--- src/rtl/bp_be_dcache_port_arb.sv ---
// ---------------------------------------------------------------------------
// bp_be_dcache_port_arb
//
// Shares the single D$ request port between the pipeline and the page-table
// walker (PTW). The PTW has priority: when it asks for the port, the
// pipeline is blocked, pipeline requests already in flight are allowed to
// drain, and the PTW then owns the port until it signals the walk is done.
// A two-entry shadow pipeline (mem1 -> mem2) follows every issued request so
// the D$ early/hit response, which comes back two cycles after issue, can be
// routed to whoever issued it.
//
// Optional feature: define BP_BE_DCACHE_ARB_STALL_CNT_EN to build a saturating
// counter of cycles in which the pipeline wanted the port but was blocked.
// Without the macro stall_cnt_o is tied to zero and no counter is built.
//
// Ports
//   clk_i, reset_i     clock; synchronous active-high reset
//   flush_i            squash pipeline-owned requests (issue and in-flight)
//   pipe_v_i/pkt_i     pipeline request, pipe_ready_o grants it
//   ptw_v_i/pkt_i      PTW request, ptw_ready_o grants it
//   ptw_done_i         PTW walk finished, releases the lock
//   dcache_v_o/pkt_o   shared D$ request, dcache_ready_i is D$ back-pressure
//   dcache_early_v_i   D$ hit/early data, valid two cycles after issue
//   pipe_early_v_o     routed hit for a pipeline request
//   ptw_early_v_o      routed hit for a PTW request
//   pipe_miss_o        pipeline request came back without early data
//   stall_cnt_o        pipeline stall cycle count (0 if feature disabled)
//   state_o            current arbiter state, for debug and checkers
//
// Handshake: a transfer happens in a cycle where valid and ready are both 1.
// Ready is computed without looking at the requester's own valid, so a
// requester may hold valid and wait; the D$ side sees dcache_v_o only in the
// cycle the transfer actually happens, with the packet on dcache_pkt_o in
// that same cycle (no buffering).
// ---------------------------------------------------------------------------
module bp_be_dcache_port_arb #(
    parameter int pkt_width_p       = 64,
    parameter int stall_cnt_width_p = 16
) (
    input  logic                         clk_i,
    input  logic                         reset_i,
    input  logic                         flush_i,

    input  logic                         pipe_v_i,
    input  logic [pkt_width_p-1:0]       pipe_pkt_i,
    output logic                         pipe_ready_o,

    input  logic                         ptw_v_i,
    input  logic [pkt_width_p-1:0]       ptw_pkt_i,
    output logic                         ptw_ready_o,
    input  logic                         ptw_done_i,

    output logic                         dcache_v_o,
    output logic [pkt_width_p-1:0]       dcache_pkt_o,
    input  logic                         dcache_ready_i,

    input  logic                         dcache_early_v_i,
    output logic                         pipe_early_v_o,
    output logic                         ptw_early_v_o,
    output logic                         pipe_miss_o,

    output logic [stall_cnt_width_p-1:0] stall_cnt_o,
    output logic [1:0]                   state_o
);

    typedef enum logic [1:0] {
        e_idle     = 2'd0,
        e_drain    = 2'd1,
        e_ptw_lock = 2'd2
    } state_e;

    // One in-flight tracking slot: is a request there, and who owns it.
    typedef struct packed {
        logic v;
        logic is_ptw;
    } mem_entry_s;

    state_e     state_q, state_n;
    mem_entry_s mem1_q, mem2_q;
    mem_entry_s mem1_f, mem2_f;
    mem_entry_s mem1_n;
    logic       pipe_inflight;
    logic       pipe_grant;
    logic       ptw_grant;

    // -----------------------------------------------------------------------
    // Flush view of the in-flight slots. A flush kills pipeline-owned entries
    // combinationally so their responses are suppressed in the flush cycle
    // itself, and the killed valid bit is what shifts on. PTW entries pass.
    // -----------------------------------------------------------------------
    always_comb begin
        mem1_f   = mem1_q;
        mem2_f   = mem2_q;
        mem1_f.v = mem1_q.v & ~(flush_i & ~mem1_q.is_ptw);
        mem2_f.v = mem2_q.v & ~(flush_i & ~mem2_q.is_ptw);
    end

    // Pipeline entries still waiting for their response; the PTW may only
    // take the port once these are gone so responses are never misrouted.
    assign pipe_inflight = (mem1_f.v & ~mem1_f.is_ptw)
                         | (mem2_f.v & ~mem2_f.is_ptw);

    // -----------------------------------------------------------------------
    // FSM: state register
    // -----------------------------------------------------------------------
    always_ff @(posedge clk_i) begin
        if (reset_i) begin
            state_q <= e_idle;
        end else begin
            state_q <= state_n;
        end
    end

    // -----------------------------------------------------------------------
    // FSM: next state
    // -----------------------------------------------------------------------
    always_comb begin
        state_n = state_q;
        unique case (state_q)
            e_idle: begin
                if (ptw_v_i) begin
                    state_n = pipe_inflight ? e_drain : e_ptw_lock;
                end
            end
            e_drain: begin
                // A PTW that gives up while we drain returns control to the
                // pipeline rather than locking the port for nobody.
                if (!ptw_v_i) begin
                    state_n = e_idle;
                end else if (!pipe_inflight) begin
                    state_n = e_ptw_lock;
                end
            end
            e_ptw_lock: begin
                // A new ptw_v_i in the same cycle as done is not carried over;
                // it re-arbitrates from IDLE like any other walk.
                if (ptw_done_i) begin
                    state_n = e_idle;
                end
            end
            default: begin
                state_n = e_idle;
            end
        endcase
    end

    // -----------------------------------------------------------------------
    // FSM: outputs
    // All ready/valid outputs are held low while reset_i is asserted, even
    // before the reset edge has cleared the state and tracking registers.
    // -----------------------------------------------------------------------
    always_comb begin
        pipe_ready_o   = 1'b0;
        ptw_ready_o    = 1'b0;
        pipe_grant     = 1'b0;
        ptw_grant      = 1'b0;
        dcache_v_o     = 1'b0;
        dcache_pkt_o   = '0;
        pipe_early_v_o = 1'b0;
        ptw_early_v_o  = 1'b0;
        pipe_miss_o    = 1'b0;

        if (!reset_i) begin
            // A PTW request in IDLE blocks the pipeline in that same cycle
            // without issuing itself, so a simultaneous pair grants nobody.
            pipe_ready_o = (state_q == e_idle) & ~ptw_v_i & ~flush_i
                         & dcache_ready_i;
            ptw_ready_o  = (state_q == e_ptw_lock) & dcache_ready_i;

            pipe_grant   = pipe_v_i & pipe_ready_o;
            ptw_grant    = ptw_v_i & ptw_ready_o;
            dcache_v_o   = pipe_grant | ptw_grant;

            // Grants are mutually exclusive because they depend on disjoint
            // states; the idle value of the packet bus is zero.
            if (ptw_grant) begin
                dcache_pkt_o = ptw_pkt_i;
            end else if (pipe_grant) begin
                dcache_pkt_o = pipe_pkt_i;
            end

            pipe_early_v_o = mem2_f.v & ~mem2_f.is_ptw &  dcache_early_v_i;
            ptw_early_v_o  = mem2_f.v &  mem2_f.is_ptw &  dcache_early_v_i;
            pipe_miss_o    = mem2_f.v & ~mem2_f.is_ptw & ~dcache_early_v_i;
        end
    end

    assign state_o = state_q;

    // -----------------------------------------------------------------------
    // In-flight tracking: a two-stage shift that advances every cycle,
    // whether or not anything was issued, matching the fixed D$ latency.
    // -----------------------------------------------------------------------
    always_comb begin
        mem1_n        = '0;
        mem1_n.v      = dcache_v_o;
        mem1_n.is_ptw = ptw_grant;
    end

    always_ff @(posedge clk_i) begin
        if (reset_i) begin
            mem1_q <= '0;
            mem2_q <= '0;
        end else begin
            mem1_q <= mem1_n;
            mem2_q <= mem1_f;
        end
    end

    // -----------------------------------------------------------------------
    // Optional pipeline stall counter. A flushed cycle is not a stall: the
    // request is being squashed, not waiting.
    // -----------------------------------------------------------------------
`ifdef BP_BE_DCACHE_ARB_STALL_CNT_EN
    logic [stall_cnt_width_p-1:0] stall_cnt_q;
    logic                         stall_cycle;

    assign stall_cycle = pipe_v_i & ~pipe_ready_o & ~flush_i;

    always_ff @(posedge clk_i) begin
        if (reset_i) begin
            stall_cnt_q <= '0;
        end else if (stall_cycle && !(&stall_cnt_q)) begin
            stall_cnt_q <= stall_cnt_q + 1'b1;
        end
    end

    assign stall_cnt_o = stall_cnt_q;
`else
    assign stall_cnt_o = '0;
`endif

endmodule

--- config.mk ---
export PLATFORM = sky130hd
export DESIGN_NAME = bp_be_dcache_port_arb
export DESIGN_NICKNAME = d
export VERILOG_FILES = /design/src/rtl/bp_be_dcache_port_arb.sv
export SDC_FILE = /design/constraint.sdc
export NUM_CORES = 1
export LEC_CHECK = 0
export CAP_MARGIN = 20
export CORE_AREA = 2 2 86 88
export DETAILED_ROUTE_END_ITERATION = 12
export DIE_AREA = 0 0 88 90
export HOLD_SLACK_MARGIN = 0.05
export PLACE_DENSITY_LB_ADDON = 0.1
export REMOVE_ABC_BUFFERS = 1
export SLEW_MARGIN = 20
export SYNTH_ARGS = -nofsm -noshare
export SYNTH_HDL_FRONTEND = slang
export SYNTH_SLANG_ARGS = --single-unit
--- constraint.sdc ---
create_clock -name clk_i -period 2.37 [get_ports clk_i]
set_clock_uncertainty 0.1 [all_clocks]
set_input_delay 0.237 -clock clk_i [delete_from_list [all_inputs] [get_ports clk_i]]
set_output_delay 0.237 -clock clk_i [all_outputs]
set_load 0.01 [all_outputs]
==> out/qor.csv <==
stage;metric;value;unit
layout;final_cells;435;
worst_setup_path;endpoint_kind;output port;
worst_setup_path;crit_type;flop to output port;
worst_setup_path;worst-path-buf-inv;4;
global_route;grt_usage;0.169;
route;final_antenna_net_count;0;
logic_synthesis;ys_ff_latch;6;
worst_setup_path;critPathLaunch;state_o[1];
place;placed_area;3220;um^2
global_route;grt_pass1_wl;10500;um
logic_synthesis;seq_area_frac_synth;0.111;
worst_setup_path;cp_common_cell;buf_4;
min_path;hold_class;primary input to flop;
route;num_vias;1824;
logic_synthesis;ys_top_cells_by_count;a22o_1 (64), buf_4 (17), buf_2 (7);
place;dp_slack;-236;ps
clock_network;hold_buffers;0;
clock_network;cts-root-buf;clkbuf_8;
route;dr.pass1.iters;4;
die;placementRows;31;
logic_synthesis;ys_async_sr_fraction;0;
power_and_ir_drop;irDropWorstVdd;0.000126;V
worst_setup_path;reg2reg_from;state_o[1];
place;dp_hpwl;5680;um
logic_synthesis;yosysMostFrequentCell;a22o_1;
clock_network;h-tree-depth;1;
worst_setup_path;critical-path-max-stage-delay;320;ps
power_and_ir_drop;p_per_area;185;nW/um^2
die;die_w;88;um
clock_network;cts_tree;built;
power_and_ir_drop;leakage;1.85;nW
die;ios;224;
run;drv_cap;0;
logic_synthesis;yosys.area.top_type_share;0.520;
logic_synthesis;synthFlopType;dfxtp_1;
sta;fmax;431;MHz
worst_setup_path;cp_slowest_cell;and4b_2;
clock_network;path_clk_slew;40;ps
sta;hold_viol;0;
worst_setup_path;worstPathArrival;1980;ps
clock_network;cts.path.max_buffers;2;
worst_setup_path;required;2030;ps
layout;finalInstanceArea;3360;um^2
global_route;grt_overflow;0;
logic_synthesis;synth_enable_flop_cells;0;
sta;setup_viol_count_final;0;
logic_synthesis;syn_inst;126;
logic_synthesis;avgSynthCellArea;8.56;um^2
global_route;grt_start_max_net_pins;26;
worst_setup_path;cp_max_fo;16;
min_path;hold_start;ptw_v_i;
place;io_buffers;207;
clock_network;cts_made_buffers;3;
layout;drive_above_1_share;0.0774;
route;dr.first_iter.drc_count;26;
clock_network;cts_sinks;6;
layout;antenna_cells;0;
sta;post-route-period-util;0.978;
status;status;finished, final reports clean;
die;coreArea;7020;um^2
sta;min_period;2320;ps
route;wirelength;7160;um
layout;syn_to_final_growth;212;%
die;die-area;7920;um^2
place;gp_congestion;0.774;
logic_synthesis;syn_area;1080;um^2
worst_setup_path;r2r_setup_slack;850;ps
worst_setup_path;critPathTopFamily;buffers and inverters;
die;initial_core_util;0.154;
place;dp_cells;424;
sta;holdWs;256;ps
route;wl_per_cell;16.5;um
die;die_y;90;um
clock_network;worstSkewPairLatency;220;ps
global_route;first_global_vias;1971;
layout;final_net_count;474;
logic_synthesis;synth_top_cells_by_area;a22o_1 (52%), buf_4 (12%), dfxtp_1 (11%), buf_6 (5.2%), buf_2 (3.2%);
logic_synthesis;yosys_warnings;0;
sta;slew_viol_final;0;
route;via_per_inst;4.19;
route;drc;0;
sta;finalWorstSetupSlack;52.1;ps
logic_synthesis;yosysTopAreaCell;a22o_1;
global_route;antenna_found_initial;0;
worst_setup_path;start_kind;flop;
logic_synthesis;synth_cell_types;22;
worst_setup_path;path_cells;nor4_2 -> and4b_2 -> buf_4 -> buf_4 -> buf_12 -> a22o_1 -> dlygate4sd2_1;
-- per-layer routing --
metal / track usage / up-vias / wire length, um
li1: - / 894 / -
met1: 0.185 / 824 / 2500
met2: 0.303 / 98 / 3790
met3: 0.0680 / 8 / 775
met4: 0.0333 / 0 / 97
met5: 0 / - / 0
-- final timing paths --
check,endpoint,depth (start not counted)
hold / removal,state_o[1],3
setup reg to reg,mem1_q[1],5
setup / recovery,dcache_pkt_o[10],7
hold reg to reg,mem2_q[1],1
-- kinds of logic (layout without fill, tap and decap cells) --
group	count (synthesis)	count (layout)	share of synthesized area
AOI/OAI and AO/OA	66	66	0.532
buffers and inverters	32	227	0.213
DFF	6	6	0.111
other	1	16	0.00348
and+or+nand+nor	21	21	0.139
-- layout by cell type (no fill, tap or decap), drive strengths merged, types with 2 or more instances in the layout --
master,n
clkdlybuf4s50,140
a22o,64
dlygate4sd2,46
dlymetal6s2s,19
conb,16
buf,15
dfxtp,6
nand2b,4
or2,3
nor2b,3
clkbuf,3
nor3b,2
nor2,2
clkdlybuf4s15,2
and4b,2
nor3,2
-- worst register-to-register path, cell delays in order, from the launching register on --
cell	delay [ps]
dfxtp_1	310
nor4_2	310
and4b_2	320
buf_4	140
buf_12	150
or2_2	120
-- state kept, by name (all words and copies together) (netlist names) --
register,cells
state_o,2
mem1_f,1
mem1_q,1
mem2_f,1
mem2_q,1
-- power by group --
| group | switching, mW | internal [mW] |
|---|---|---|
| Combinational | 0.102 | 0.259 |
| Sequential | 0.00183 | 0.105 |
| Clock | 0.0454 | 0.109 |
| Total | 0.149 | 0.473 |
-- area by class of cell --
class                      instances  area, um^2
multi-input combinational        103         792
clock buffer                       3        41.3
fill                             691        3660
inverter                           1        3.75
timing repair buffer             223        2280
tap                               99         124
sequential                         6         120
-- through the flow --
stage | setup TNS [ps] | utilization | total power [mW]
after floorplan | -16020 | - | 0.176
final | 0 | 0.479 | 0.623
after CTS | -2440 | 0.469 | 0.626
after global placement | -12950 | 0.458 | 0.472
after detailed placement | -13300 | 0.458 | 0.473
after global routing | -413 | 0.479 | 0.658
-- what timing repair did --
item	CTS	global route
pin swaps	1	1
hold endpoints to repair	0	0
buffers inserted	3	3
cloned	2	0
resized for setup	49	23
endpoints found under the setup margin	65	41
Power figures use the tool's default switching activity.
